<file path="src/rtl/rr_grant_arbiter_if.sv">
`default_nettype none
// ============================================================================
//  Module   : rr_grant_arbiter_if
//  Purpose  : Request/grant bundle between N_REQ requesters and the
//             round-robin arbiter guarding a shared datapath resource.
//  Signals  : enable    - permits new grants (requester side drives)
//             req       - request vector, bit i = requester i
//             done      - current owner releases the resource
//             gnt       - one-hot grant, zero when idle
//             gnt_idx   - binary index of the owner (valid with gnt_valid)
//             gnt_valid - a grant is active
//             timeout   - single-cycle pulse on a forced revoke
//  Modports : master = requester side, slave = arbiter side
//  Revision : 1.0 - initial release
// ============================================================================
interface rr_grant_arbiter_if #(
   parameter int N_REQ = 8,
   parameter int IDX_W = 3
);
   logic             enable;
   logic [N_REQ-1:0] req;
   logic             done;
   logic [N_REQ-1:0] gnt;
   logic [IDX_W-1:0] gnt_idx;
   logic             gnt_valid;
   logic             timeout;

   modport master (
      output enable, req, done,
      input  gnt, gnt_idx, gnt_valid, timeout
   );

   modport slave (
      input  enable, req, done,
      output gnt, gnt_idx, gnt_valid, timeout
   );
endinterface
`default_nettype wire

</file>
<file path="src/rtl/rr_grant_arbiter.sv">
`default_nettype none
// ============================================================================
//  Module   : rr_grant_arbiter
//  Purpose  : Round-robin arbiter sharing one resource among N_REQ
//             requesters. A grant is held until the owner signals done,
//             withdraws its request, or the hold timeout expires; each
//             release is followed by one dead cycle before re-arbitration.
//  Ports    : clk - clock, all state on the rising edge
//             rst - synchronous active-high reset
//             bus - rr_grant_arbiter_if.slave (enable/req/done in,
//                   gnt/gnt_idx/gnt_valid/timeout out, all registered)
//  Params   : N_REQ (power of 2, 2..8), IDX_W = log2(N_REQ),
//             MAX_HOLD (cycles a grant may be held, 0 = no timeout)
//  Revision : 1.0 - initial release
// ============================================================================
module rr_grant_arbiter #(
   parameter int N_REQ    = 8,
   parameter int IDX_W    = 3,
   parameter int MAX_HOLD = 4
) (
   input  wire                  clk,
   input  wire                  rst,
   rr_grant_arbiter_if.slave    bus
);

   // Counter only needs to reach MAX_HOLD-1; keep at least one bit.
   localparam int HOLD_W = (MAX_HOLD > 1) ? $clog2(MAX_HOLD) : 1;
   localparam logic [HOLD_W-1:0] c_HOLD_LAST = HOLD_W'((MAX_HOLD > 0) ? MAX_HOLD - 1 : 0);

   typedef enum logic [1:0] {
      S_IDLE    = 2'd0,
      S_GRANT   = 2'd1,
      S_RELEASE = 2'd2
   } state_t;

   state_t            r_state,     w_state_nxt;
   logic [IDX_W-1:0]  r_ptr,       w_ptr_nxt;
   logic [HOLD_W-1:0] r_hold_cnt,  w_hold_nxt;
   logic [N_REQ-1:0]  r_gnt,       w_gnt_nxt;
   logic [IDX_W-1:0]  r_gnt_idx,   w_idx_nxt;
   logic              r_gnt_valid, w_valid_nxt;
   logic              r_timeout,   w_timeout_nxt;

   logic              w_found;
   logic [IDX_W-1:0]  w_winner;
   logic [IDX_W-1:0]  w_scan;
   logic              w_timeout_hit;
   logic              w_owner_req;

   // Rotating priority scan: ptr has highest priority, then ptr+1, ...
   // N_REQ is a power of two so the index add wraps for free.
   always_comb begin
      w_found  = 1'b0;
      w_winner = '0;
      w_scan   = '0;
      for (int k = 0; k < N_REQ; k++) begin
         w_scan = r_ptr + IDX_W'(k);
         if (!w_found && bus.req[w_scan]) begin
            w_found  = 1'b1;
            w_winner = w_scan;
         end
      end
   end

   assign w_timeout_hit = (MAX_HOLD != 0) && (r_hold_cnt == c_HOLD_LAST);
   assign w_owner_req   = bus.req[r_gnt_idx];

   always_comb begin
      w_state_nxt   = r_state;
      w_ptr_nxt     = r_ptr;
      w_hold_nxt    = r_hold_cnt;
      w_gnt_nxt     = '0;
      w_idx_nxt     = '0;
      w_valid_nxt   = 1'b0;
      w_timeout_nxt = 1'b0;
      case (r_state)
         S_IDLE: begin
            if (bus.enable && w_found) begin
               w_state_nxt = S_GRANT;
               w_gnt_nxt   = N_REQ'(1) << w_winner;
               w_idx_nxt   = w_winner;
               w_valid_nxt = 1'b1;
               w_hold_nxt  = '0;
            end
         end
         S_GRANT: begin
            if (bus.done || !w_owner_req || w_timeout_hit) begin
               w_state_nxt   = S_RELEASE;
               w_ptr_nxt     = r_gnt_idx + IDX_W'(1);
               w_hold_nxt    = '0;
               // Pulse only when the timeout is the sole reason for release.
               w_timeout_nxt = !bus.done && w_owner_req && w_timeout_hit;
            end else begin
               w_gnt_nxt   = r_gnt;
               w_idx_nxt   = r_gnt_idx;
               w_valid_nxt = 1'b1;
               // Saturate so a disabled timeout can never wrap the counter.
               if (r_hold_cnt != {HOLD_W{1'b1}}) begin
                  w_hold_nxt = r_hold_cnt + HOLD_W'(1);
               end
            end
         end
         S_RELEASE: begin
            w_state_nxt = S_IDLE;
         end
         default: begin
            w_state_nxt = S_IDLE;
         end
      endcase
   end

   always_ff @(posedge clk) begin
      if (rst) begin
         r_state     <= S_IDLE;
         r_ptr       <= '0;
         r_hold_cnt  <= '0;
         r_gnt       <= '0;
         r_gnt_idx   <= '0;
         r_gnt_valid <= 1'b0;
         r_timeout   <= 1'b0;
      end else begin
         r_state     <= w_state_nxt;
         r_ptr       <= w_ptr_nxt;
         r_hold_cnt  <= w_hold_nxt;
         r_gnt       <= w_gnt_nxt;
         r_gnt_idx   <= w_idx_nxt;
         r_gnt_valid <= w_valid_nxt;
         r_timeout   <= w_timeout_nxt;
      end
   end

   assign bus.gnt       = r_gnt;
   assign bus.gnt_idx   = r_gnt_idx;
   assign bus.gnt_valid = r_gnt_valid;
   assign bus.timeout   = r_timeout;

endmodule
`default_nettype wire

</file>
<file path="src/flat_wrapper.sv">
// flat-port wrapper written by rule: the top's interface ports become plain ports
module rr_grant_arbiter_flat 
#(
   parameter int N_REQ    = 8,
   parameter int IDX_W    = 3,
   parameter int MAX_HOLD = 4
)
  (clk, rst, bus_enable, bus_req, bus_done, bus_gnt, bus_gnt_idx, bus_gnt_valid, bus_timeout);
  rr_grant_arbiter_if #(.N_REQ(N_REQ), .IDX_W(IDX_W)) bus_i ();
  input  wire clk;
  input  wire rst;
  input wire logic [$bits(bus_i.enable)-1:0] bus_enable;
  input wire logic [$bits(bus_i.req)-1:0] bus_req;
  input wire logic [$bits(bus_i.done)-1:0] bus_done;
  output wire logic [$bits(bus_i.gnt)-1:0] bus_gnt;
  output wire logic [$bits(bus_i.gnt_idx)-1:0] bus_gnt_idx;
  output wire logic [$bits(bus_i.gnt_valid)-1:0] bus_gnt_valid;
  output wire logic [$bits(bus_i.timeout)-1:0] bus_timeout;
  assign bus_i.enable = bus_enable;
  assign bus_i.req = bus_req;
  assign bus_i.done = bus_done;
  assign bus_gnt = bus_i.gnt;
  assign bus_gnt_idx = bus_i.gnt_idx;
  assign bus_gnt_valid = bus_i.gnt_valid;
  assign bus_timeout = bus_i.timeout;
  rr_grant_arbiter #(.N_REQ(N_REQ), .IDX_W(IDX_W), .MAX_HOLD(MAX_HOLD)) u_core (.clk(clk), .rst(rst), .bus(bus_i));
endmodule
</file>
<file path="config.mk">
export PLATFORM = sky130hd
export DESIGN_NAME = rr_grant_arbiter_flat
export DESIGN_NICKNAME = d
export VERILOG_FILES = /design/src/rtl/rr_grant_arbiter_if.sv /design/src/rtl/rr_grant_arbiter.sv /design/src/flat_wrapper.sv
export SDC_FILE = /design/constraint.sdc
export NUM_CORES = 1
export LEC_CHECK = 0
export ABC_AREA = 1
export BUFFER_PORTS_ARGS = -buffer_cell sky130_fd_sc_hd__buf_2
export CAP_MARGIN = 20
export CORE_ASPECT_RATIO = 1.75
export CORE_MARGIN = 2
export CORE_UTILIZATION = 60
export DETAILED_ROUTE_END_ITERATION = 8
export GPL_ROUTABILITY_DRIVEN = 0
export PLACE_DENSITY = 0.83
export SLEW_MARGIN = 5
export SYNTH_ARGS = -nofsm -noshare
export SYNTH_HDL_FRONTEND = slang
export SYNTH_SLANG_ARGS = --single-unit
</file>
<file path="constraint.sdc">
create_clock -name clk -period 5.4 [get_ports clk]
set_input_delay 1.08 -clock clk [delete_from_list [all_inputs] [get_ports clk]]
set_output_delay 1.08 -clock clk [all_outputs]
set_load 0.05 [all_outputs]
</file>
==> flow_summary.json, run 1 <==
{
  "worstMarginPinSlew_ns": 0.566,
  "clk_pin_slew_ns": 0.07,
  "p_int_mw": 0.328,
  "grt_pass1_wl_mm": 7.32,
  "die_w_um": 45.1,
  "r2r_end": "u_core.bus.gnt[5]",
  "cts_tree": "yes",
  "critPathKind": "reg2reg",
  "layout-drive-gt1-share": 0.214,
  "arrival_ns": 3.52,
  "slew_viol_final": 0,
  "ys_seq_area_frac": 0.226,
  "viasPerCell": 5.74,
  "synth-main-ff-cell": "dfxtp_1",
  "initial_core_util": 0.619,
  "report.final.hold_viol_count": 0,
  "status": "finished, final reports clean",
  "worstPathRequired_ns": 5.59,
  "seqPwrFrac": 0.279,
  "worstSetupEndpointType": "flop",
  "post_cts_buffers": 0,
  "overflow": 0,
  "max_freq_ghz": 0.301,
  "setup_viol": 0,
  "synth.avg_cell_area_um2": 6.40,
  "holdWs_ns": 0.464,
  "slew_headroom": 0.622,
  "critPathLaunchType": "flop",
  "boundaryPins": 25,
  "critPathLaunch": "u_core.r_ptr[0]",
  "first_global_vias": 1766,
  "die_y_um": 75.9,
  "rsz0062_at_grt": "no",
  "layout_min_cycle_time_ns": 3.33,
  "ys_ff_latch": 20,
  "fin_tns_setup_ns": 0,
  "syn2layout_area_growth_pct": 9.67,
  "num_antenna_cells": 0,
  "min_path_cells": 2,
  "p_clk_frac": 0.177,
  "switchingPower_mw": 0.311,
  "antenna_found_initial": 0,
  "ys_warn_count": 0,
  "whs_endpoint": "u_core.bus.gnt[6]",
  "drt_iter0_drc": 61,
  "grt_start_max_net_pins": 20,
  "netlist_area_mm2": 0.00177,
  "hp-start": "u_core.bus.gnt[6]",
  "r2r_setup_slack_ns": 2.07,
  "htreeDepth": 1,
  "num_rows": 26,
  "clk_path_buf_depth": 2,
  "place.detailed.hpwl_mm": 3.50,
  "finalCritPeriodShare": 0.616,
  "first_pass_iters": 5,
  "syn_inst": 277,
  "power_density_mw_per_mm2": 329,
  "drv_cap": 0,
  "design_area_mm2": 0.00194,
  "synth_enable_flop_cells": 0,
  "vias": 1876,
  "async_reset_ff_frac": 0,
  "combinationalPowerShare": 0.544,
  "r2r-start": "u_core.r_ptr[0]",
  "cts_hold_buf": 0,
  "synth_nets": 293,
  "cp_max_fo": 16,
  "numCtsBuffers": 3,
  "core-area_mm2": 0.00286,
  "nets": 316,
  "postRouteAntennaNets": 0,
  "p_sw_frac": 0.487,
  "placed_area_mm2": 0.00189,
  "dieArea_mm2": 0.00342,
  "worstRegToRegCells": 17,
  "synth.distinct_cells": 34,
  "max-vdd-ir-drop_mv": 0.241,
  "wl_mm": 4.41,
  "clockRootBuffer": "clkbuf_8",
  "port_buffers": 24,
  "drc": 0,
  "gr-usage-all-layers": 0.283,
  "clk_latency_ns": 0.26,
  "routedWlPerCell_um": 13.5,
  "hold_class": "reg2reg",
  "power.leakage_nw": 0.956,
  "postCtsResizedCells": 0,
  "clock_sinks": 20,
  "fin_skew_ns": 0.00155
}
[cells by family (layout without fill, tap and decap cells)]
family                     count (synthesis)  count (layout)  share of synthesized area
and+or+nand+nor                          186             186                      0.526
AOI/OAI and AO/OA                         30              30                      0.105
xor gates and xnor gates                   5               5                     0.0353
adders and majority gates                  4               4                     0.0282
buffers and inverters                     32              54                     0.0791
DFF                                       20              20                      0.226
[layout make-up]
cell class	instances	area (µm²)
Fill cell	268	920
Sequential cell	20	400
Tap cell	28	35.0
Multi-Input combinational cell	225	1230
Timing Repair Buffer	25	128
Inverter	25	93.8
Clock buffer	4	55.1
[placed cells by master, fill, tap and decap left out, types with 2 or more instances in the layout]
master / n
inv_1: 19
nand2_4: 4
a211oi_1: 3
xor2_1: 2
xnor2_1: 2
nor2_4: 3
o21ai_1: 2
nand2_1: 72
nand4_1: 8
clkbuf_8: 4
nand3_2: 6
nor3_1: 3
o21ai_0: 5
nand3_1: 42
nor2_1: 33
dfxtp_1: 20
buf_2: 24
nor2_2: 5
inv_2: 6
a21oi_1: 15
nand2_2: 6
ha_1: 4
[sequential cells by signal, indices dropped and copies added (netlist names)]
name	cells
u_core.bus.gnt_idx	3
u_core.bus.gnt	8
u_core.bus.timeout	1
u_core.r_hold_cnt	2
u_core.bus.gnt_valid	1
u_core.r_state	2
u_core.r_ptr	3
[metal layers]
| layer | vias to the layer above | global-route usage | wire length [µm] |
|---|---|---|---|
| met5 | - | 0 | 0 |
| met4 | 0 | 0.131 | 124 |
| met3 | 13 | 0.0190 | 165 |
| met2 | 59 | 0.527 | 2360 |
| met1 | 845 | 0.314 | 1760 |
| li1 | 959 | - | - |
[per-stage QoR]
stage                     std cells  power (mW)   util  setup WS [ns]
final                           327       0.639  0.679           2.07
after global routing            327       0.685  0.679           1.80
after CTS                       327       0.641  0.679           2.12
after detailed placement        323       0.525  0.660           2.13
after global placement          323       0.522  0.660           2.20
after floorplan                 277       0.461      -           2.79
[synthesized netlist by cell type, types with 2 or more instances]
library cell / number / area [µm²]
nor2_1: 33 / 124
clkbuf_1: 3 / 11.3
nand3_2: 6 / 60.1
a21oi_1: 15 / 75.1
inv_2: 6 / 22.5
nand2_2: 6 / 37.5
nand3_1: 42 / 210
nor2_4: 3 / 33.8
nand2_4: 4 / 45.0
ha_1: 4 / 50.1
xor2_1: 2 / 17.5
dfxtp_1: 20 / 400
o21ai_1: 2 / 10.0
o21ai_0: 5 / 25.0
inv_1: 19 / 71.3
a211oi_1: 3 / 22.5
buf_6: 2 / 22.5
nand4_1: 8 / 50.1
nor2_2: 5 / 31.3
xnor2_1: 2 / 17.5
nand2_1: 72 / 270
nor3_1: 3 / 15.0
[power groups by stage]
stage / Sequential, mW / Clock, mW / Combinational (mW)
final: 0.178 / 0.113 / 0.348
after global routing: 0.180 / 0.121 / 0.383
after CTS: 0.178 / 0.117 / 0.346
after detailed placement: 0.181 / 0 / 0.344
after global placement: 0.181 / 0 / 0.341
after floorplan: 0.201 / 0 / 0.260
[how the worst max path moves through the flow]
stage | to | slack (ns) | cells past startpoint
floorplan | u_core.bus.gnt[3] | 2.79 | 17
global placement | u_core.bus.gnt[4] | 2.20 | 17
detailed placement | u_core.bus.gnt[4] | 2.13 | 17
CTS | u_core.bus.gnt[5] | 2.12 | 17
global route | u_core.bus.gnt[5] | 1.80 | 17
finish | u_core.bus.gnt[5] | 2.07 | 17
[worst max-delay path: stages, from the launching register on]
cell	delay [ns]
dfxtp_1	0.68
inv_2	0.29
ha_1	0.47
inv_1	0.27
nand3_1	0.24
nand2_1	0.11
nand2_1	0.06
nand2_2	0.10
nor2_1	0.09
nand2_1	0.09
nand2_1	0.06
nor2_1	0.09
nand3_1	0.09
nor2_1	0.13
nand3_2	0.13
nor2_2	0.15
nand3_1	0.08
a21oi_1	0.13
Power figures use the tool's default switching activity.
==> run 2, diff against run 1 <==
--- a/config.mk
+++ b/config.mk
@@ -10,10 +10,10 @@
 export CAP_MARGIN = 20
 export CORE_ASPECT_RATIO = 1.75
 export CORE_MARGIN = 2
-export CORE_UTILIZATION = 60
+export CORE_UTILIZATION = 57
 export DETAILED_ROUTE_END_ITERATION = 8
 export GPL_ROUTABILITY_DRIVEN = 0
-export PLACE_DENSITY = 0.83
+export PLACE_DENSITY = 0.79
 export SLEW_MARGIN = 5
 export SYNTH_ARGS = -nofsm -noshare
 export SYNTH_HDL_FRONTEND = slang
==> constraint.sdc (replaced) <==
create_clock -name clk -period 3.39 [get_ports clk]
set_input_delay 0.678 -clock clk [delete_from_list [all_inputs] [get_ports clk]]
set_output_delay 0.678 -clock clk [all_outputs]
set_load 0.05 [all_outputs]
==> run 2 against run 1 <==
First-iteration DRC count decreased by 16%. Final cell count up 1.2%. Utilization is 0.48 points lower. Non-clock buffer count increased by 4. Register-to-register slack lost 1.5 ns. Highest routed layer unchanged.
==> flow_summary.json, run 2 (synthesis results as in run 1) <==
{
  "antenna_found_initial": 0,
  "overflow": 0,
  "drc": 0,
  "grt_pass1_wl_mm": 7.73,
  "slew_viol_final": 0,
  "grt_start_max_net_pins": 20,
  "place.detailed.hpwl_mm": 3.62,
  "max-vdd-ir-drop_mv": 0.429,
  "htreeDepth": 1,
  "cp_max_fo": 9,
  "syn2layout_area_growth_pct": 11.4,
  "power.leakage_nw": 0.976,
  "rsz0062_at_grt": "no",
  "status": "finished, final reports clean",
  "dieArea_mm2": 0.00359,
  "clk_pin_slew_ns": 0.07,
  "boundaryPins": 25,
  "routedWlPerCell_um": 13.8,
  "largest_reg_flops": 8,
  "clk_path_buf_depth": 2,
  "post_cts_buffers": 0,
  "placed_area_mm2": 0.00192,
  "postRouteAntennaNets": 0,
  "gr-usage-all-layers": 0.280,
  "clk_latency_ns": 0.26,
  "finalCritPeriodShare": 0.818,
  "worstMarginPinSlew_ns": 0.509,
  "nets": 320,
  "port_buffers": 24,
  "cts_hold_buf": 0,
  "report.final.hold_viol_count": 0,
  "fin_tns_setup_ns": 0,
  "slew_headroom": 0.657,
  "wl_mm": 4.56,
  "hold_class": "reg2reg",
  "viasPerCell": 5.79,
  "die_y_um": 77.8,
  "layout.cells.non_filler": 331,
  "core-area_mm2": 0.00293,
  "drv_cap": 0,
  "critPathCapture": "u_core.bus.gnt[7]",
  "worstSetupEndpointType": "flop",
  "critPathLaunchType": "flop",
  "die_w_um": 46.1,
  "worstPathRequired_ns": 3.53,
  "max_freq_ghz": 0.361,
  "min_path_cells": 2,
  "critPathLaunch": "u_core.r_ptr[1]",
  "design_area_mm2": 0.00197,
  "clock_sinks": 20,
  "mostFrequentLayoutCell": "nand2_1",
  "setup_viol": 0,
  "power_density_mw_per_mm2": 522,
  "final_cell_mix": "nand2_1, nand3_1, nor2_1",
  "drt_iter0_drc": 51,
  "num_antenna_cells": 0,
  "num_rows": 26,
  "cts_tree": "yes",
  "arrival_ns": 2.91,
  "postCtsResizedCells": 0,
  "r2r-start": "u_core.r_ptr[1]",
  "first_global_vias": 1869,
  "dp.cells": 327,
  "numCtsBuffers": 3,
  "layout-drive-gt1-share": 0.224,
  "clockRootBuffer": "clkbuf_8",
  "first_pass_iters": 4,
  "critPathKind": "reg2reg",
  "layout_min_cycle_time_ns": 2.77,
  "initial_core_util": 0.605,
  "fin_skew_ns": 0.00185,
  "worstRegToRegCells": 16,
  "vias": 1916,
  "power_mw": 1.03,
  "r2r_end": "u_core.bus.gnt[7]",
  "utilization": 0.674,
  "r2r_setup_slack_ns": 0.62
}
-- run 2: cell types whose count changed in the layout (fill, tap and decap cells not counted) --
cell and change:
buf_4 +4
-- run 2: worst max-delay path, stage by stage (launching register included) --
cell and delay [ns]:
dfxtp_1 0.35, inv_2 0.09, ha_1 0.40, inv_1 0.27, nand3_1 0.22, nand3_2 0.15
nand2_4 0.08, nor2_8 0.15, nand4_4 0.14, nor2_4 0.19, nand3b_1 0.14, nand2_2 0.12
nor2_4 0.07, nand2_1 0.10, nor2_1 0.05, nor2_1 0.09, nor2_1 0.05
-- run 2: area by class of cell --
| cell class | instances | area, µm² |
|---|---|---|
| inverters | 25 | 93.8 |
| well taps | 28 | 35.0 |
| multi-input cells | 225 | 1230 |
| flip-flops and latches | 20 | 400 |
| fillers | 299 | 955 |
| clock buffers | 4 | 55.1 |
| repair buffers | 29 | 158 |
-- run 2: where the power goes --
part,leakage (nW),internal [mW],switching [mW]
Clock,0.0288,0.103,0.0767
Sequential,0.163,0.255,0.0178
Combinational,0.785,0.170,0.408
-- run 2: how the worst min path moves through the flow --
| stage | startpoint | endpoint | slack, ns |
|---|---|---|---|
| 6_report | u_core.bus.gnt[0] | u_core.bus.gnt[0] | 0.47 |
| 5_1_grt | u_core.bus.gnt[1] | u_core.bus.gnt[1] | 0.49 |
| 4_1_cts | u_core.bus.gnt[0] | u_core.bus.gnt[0] | 0.47 |
| 3_5_place_dp | u_core.bus.gnt[0] | u_core.bus.gnt[0] | 0.46 |
| 3_3_place_gp | u_core.bus.gnt[0] | u_core.bus.gnt[0] | 0.45 |
| 2_1_floorplan | u_core.r_hold_cnt[0] | u_core.r_hold_cnt[0] | 0.44 |
-- run 2: per-layer routing --
metal | global-route usage | share of wire
met1 | 0.292 | 0.38
met2 | 0.514 | 0.55
met5 | 0 | 0
met3 | 0.0256 | 0.031
met4 | 0.129 | 0.046
-- run 2: through the flow --
step	worst slack (ns)	hold WS, ns
2_1_floorplan	0.778	0.437
3_3_place_gp	0.699	0.454
3_5_place_dp	0.621	0.460
4_1_cts	0.607	0.471
5_1_grt	0.423	0.490
6_report	0.618	0.467
